--- src/rtl/spi_display_tx.sv ---
// Byte-wide SPI mode-0 transmitter (MSB first) for the character LCD.
// Accepts a byte on dataRdy, serializes it, and pulses transEna when done.
module spi_display_tx #(
  parameter int CLK_DIV = 4,
  parameter int DIV_W   = 8
) (
  input  logic       clk,
  input  logic       rst_n,
  input  logic       dataRdy,
  input  logic [7:0] data,
  output logic       transEna,
  output logic       busy,
  output logic       overrun,
  output logic       cs_n,
  output logic       sclk,
  output logic       mosi
);

  typedef enum logic [2:0] {IDLE, SETUP, SHIFT, HOLD, DONE} state_t;

  localparam logic [DIV_W-1:0] DIV_LAST = DIV_W'(CLK_DIV - 1);

  state_t           state, state_nxt;
  logic [DIV_W-1:0] div_cnt;
  logic [2:0]       bit_cnt;
  logic [7:0]       shreg;
  logic             div_done, active, active_nxt;

  assign div_done   = (div_cnt == DIV_LAST);
  assign active     = (state == SETUP) || (state == SHIFT) || (state == HOLD);
  assign active_nxt = (state_nxt == SETUP) || (state_nxt == SHIFT) || (state_nxt == HOLD);
  // shreg is zeroed on the way into DONE, so mosi idles low without extra muxing
  assign mosi       = shreg[7];

  always_comb begin
    state_nxt = state;
    case (state)
      IDLE:    if (dataRdy) state_nxt = SETUP;
      SETUP:   if (div_done) state_nxt = SHIFT;
      SHIFT:   if (div_done && !sclk && bit_cnt == 3'd7) state_nxt = HOLD;
      HOLD:    if (div_done) state_nxt = DONE;
      DONE:    state_nxt = dataRdy ? SETUP : IDLE;
      default: state_nxt = IDLE;
    endcase
  end

  always_ff @(posedge clk or negedge rst_n) begin
    if (!rst_n) state <= IDLE;
    else        state <= state_nxt;
  end

  always_ff @(posedge clk or negedge rst_n) begin
    if (!rst_n) begin
      cs_n     <= 1'b1;
      busy     <= 1'b0;
      transEna <= 1'b0;
      overrun  <= 1'b0;
      sclk     <= 1'b0;
      div_cnt  <= '0;
      bit_cnt  <= '0;
      shreg    <= '0;
    end else begin
      // Control outputs are registered off the next state so they never glitch
      cs_n     <= !active_nxt;
      busy     <= active_nxt;
      transEna <= (state_nxt == DONE);
      if (active && dataRdy) overrun <= 1'b1;
      div_cnt  <= (active && !div_done) ? div_cnt + 1'b1 : '0;
      case (state)
        IDLE, DONE: if (dataRdy) begin
          shreg   <= data;
          bit_cnt <= '0;
        end
        SETUP: if (div_done) sclk <= 1'b1;
        SHIFT: if (div_done) begin
          // bit_cnt indexes the bit on mosi; the last falling edge leaves bit 0 in place
          if (sclk) begin
            sclk <= 1'b0;
            if (bit_cnt != 3'd7) shreg <= {shreg[6:0], 1'b0};
          end else if (bit_cnt != 3'd7) begin
            sclk    <= 1'b1;
            bit_cnt <= bit_cnt + 3'd1;
          end
        end
        HOLD: if (div_done) shreg <= '0;
        default: ;
      endcase
    end
  end

endmodule

--- config.mk ---
export PLATFORM = sky130hd
export DESIGN_NAME = spi_display_tx
export DESIGN_NICKNAME = d
export VERILOG_FILES = /design/src/rtl/spi_display_tx.sv
export SDC_FILE = /design/constraint.sdc
export NUM_CORES = 1
export LEC_CHECK = 0
export CORE_UTILIZATION = 45
export CTS_CLUSTER_SIZE = 40
export DETAILED_ROUTE_END_ITERATION = 16
export GPL_TIMING_DRIVEN = 0
export PLACE_DENSITY_LB_ADDON = 0.15
export REMOVE_ABC_BUFFERS = 1
export SYNTH_ARGS = -nofsm -noshare
export SYNTH_HDL_FRONTEND = slang
export SYNTH_SLANG_ARGS = --single-unit
--- constraint.sdc ---
create_clock -name clk -period 3.2 [get_ports clk]
set_clock_uncertainty 0.15 [all_clocks]
set_input_delay 0.32 -clock clk [delete_from_list [all_inputs] [get_ports clk]]
set_output_delay 0.32 -clock clk [all_outputs]
set_load 0.01 [all_outputs]
==> results_dict.tcl <==
set metrics [dict create \
    status "completed" \
    path_buf_inv 0 \
    cp_top_family "compound AO/OA/AOI/OAI gates" \
    port_buffers 16 \
    seq_area_frac_synth_pct 51.7 \
    ys_warn_count 0 \
    drv_cap 0 \
    crit_end "shreg[5]" \
    finalNetCount 159 \
    async_reset_ff_share_pct 100 \
    max_stage_delay_ns 0.52 \
    powerDensity_nw_per_um2 723 \
    h-tree-depth 1 \
    antenna_found_initial 0 \
    cpMaxStageDelayCell "o2111a_1" \
    die_w_um 56.0 \
    synthToLayoutAreaGrowth_pct 14.4 \
    leakagePower_nw 0.688 \
    finalPower_mw 1.08 \
    core_sq_um 2760 \
    r2r_start "div_cnt[0]" \
    ys_types 31 \
    globalplace.congestion 0.794 \
    max-slew-margin-rel_pct 23.1 \
    setup_viol 0 \
    r2r_cells 5 \
    synth_edf_count 0 \
    synth-seq-cells 27 \
    critical_path.max_fanout 9 \
    diodes 0 \
    final_max_slew_viol_count 0 \
    post-route-min-period_ns 2.29 \
    crit_path_start "div_cnt[0]" \
    postRouteAntennaNets 0 \
    ir_drop_mv 0.473 \
    clk_path_buf_depth 2 \
    finalHoldViolCount 0 \
    grt-ovfl-total 0 \
    final_common_cell "dfrtp_1" \
    grt_pass1_vias 972 \
    crit_type "register to register" \
    initial_core_util_pct 47.5 \
    synth-main-ff-cell "dfrtp_1" \
    dp_slack_ns 0.971 \
    io_pins 17 \
    cp.arrival_ns 2.35 \
    r2r-end "shreg[5]" \
    clkTransAtPathRegs_ns 0.14 \
    cts_tree "done" \
    hpwl_um 1730 \
    netlist_area_sq_um 1310 \
    detail_route.first_pass.iterations 4 \
    fp-row-count 19 \
    tightestPinTransition_ns 1.15 \
    route.detailed.drc 0 \
    vias_per_cell 5.57 \
    grt_max_degree 28 \
    grt_use_total_pct 17.2 \
    crit_path_start_kind "register" \
    drt_iter0_markers 50 \
    crit_cells 5 \
    wl_per_cell_um 13.4 \
    cts_root_buf "clkbuf_4" \
    rsz0062_at_grt "no" \
    cts_sinks 27 \
    fmaxAchievable_mhz 437 \
    crit_required_ns 3.27 \
    postSynthAreaPerCell_sq_um 10.3 \
    fin_crit_sh_pct 71.4 \
    cts_buffers 3 \
    path_cells "ha_1, nor3b_2, o2111a_1, a21oi_4, a221oi_1" \
    cts_setup_buffers 0 \
    hold_path_class "register to register" \
    ff2ff_setup_slack_ns 0.91 \
    fillers 248 \
    clk-insertion-delay-late_ns 0.31 \
    cts_resized 0 \
    layout_common_cells "dfrtp_1 (26), nor2_1 (20), clkdlybuf4s50_1 (16)" \
    syn_inst 127 \
    worst_slack_ns 0.914 \
    drive_gt1_share_pct 6.94 \
    ctsHoldBuffers 0 \
    grt_pass1_wl_um 4320 \
    routed_wl_um 2340 \
    die_y_um 56.0 \
    cp-end-kind "register" \
    finalSetupTns_ns 0 \
    die_area_sq_um 3130 \
    vias 975 \
    holdWs_ns 0.329 \
]
## synthesized netlist by cell type, types with 2 or more instances
library cell	count	area share [%]
a21o_1	2	1.1
a221oi_1	6	4.0
and3_1	5	2.4
buf_6	2	1.7
dfrtp_1	26	50
ha_1	3	2.9
inv_1	12	3.4
nand2_1	10	2.9
nand3_1	9	3.4
nand4_1	2	0.95
nor2_1	20	5.7
o21ai_0	6	2.3
xor2_1	6	4.0
## flip-flops by register name, summed over array words and instances (netlist names), 3 cells and up
register / cells
bit_cnt: 3
div_cnt: 8
shreg: 8
state: 3
## worst register-to-register path, cell delays in order (launching register included)
cell and delay (ns):
dfrtp_1 0.43, ha_1 0.25, nor3b_2 0.39, o2111a_1 0.53
a21oi_4 0.10, a221oi_1 0.34
## stage by stage
stage	cell area, sq um	std cells	util, %
2_1_floorplan	1270	124	-
4_1_cts	1500	175	54.4
6_report	1500	175	54.4
3_5_place_dp	1470	171	53.4
5_1_grt	1500	175	54.4
3_3_place_gp	1470	171	53.4
## cell families (layout without fill, tap and decap cells)
logic type,after synthesis,count (layout),synth area share [%]
simple gates,53,53,20.7
xor+xnor,7,7,4.68
flops,27,27,51.7
compound gates,22,22,13.8
fa+ha+maj,3,3,2.87
buf+inv,15,32,6.21
## power by group
group	leakage (nW)	total [mW]	internal [mW]	switching [mW]
sequential	0.329	0.530	0.441	0.0888
combinational	0.344	0.412	0.183	0.228
clock	0.0150	0.142	0.0486	0.0935
## worst min path at each step
stage / startpoint / endpoint / slack, ns / cells after the start
global placement: overrun / overrun / 0.29 / 1
finish: overrun / overrun / 0.33 / 1
global route: overrun / overrun / 0.35 / 1
detailed placement: overrun / overrun / 0.30 / 1
floorplan: rst_n / bit_cnt[0] / -0.13 / 0
CTS: overrun / overrun / 0.33 / 1
## cell type report
cell class              instances  area, sq um  share of cell area, %
well taps                      31         38.8                   2.59
clock buffers                   4         26.3                   1.75
inverters                      12         45.0                   3.01
multi-input cells              85          552                   36.8
flip-flops and latches         27          677                   45.2
repair buffers                 16          160                   10.7
## metal layers
metal | wire length [um] | vias to the layer above | track usage [%]
met2 | 1220 | 11 | 29.3
met5 | 0 | - | 0
met1 | 1050 | 484 | 23.4
met3 | 62 | 2 | 2.33
met4 | 14 | 0 | 4.18
li1 | - | 478 | -
Power figures use the tool's default switching activity.
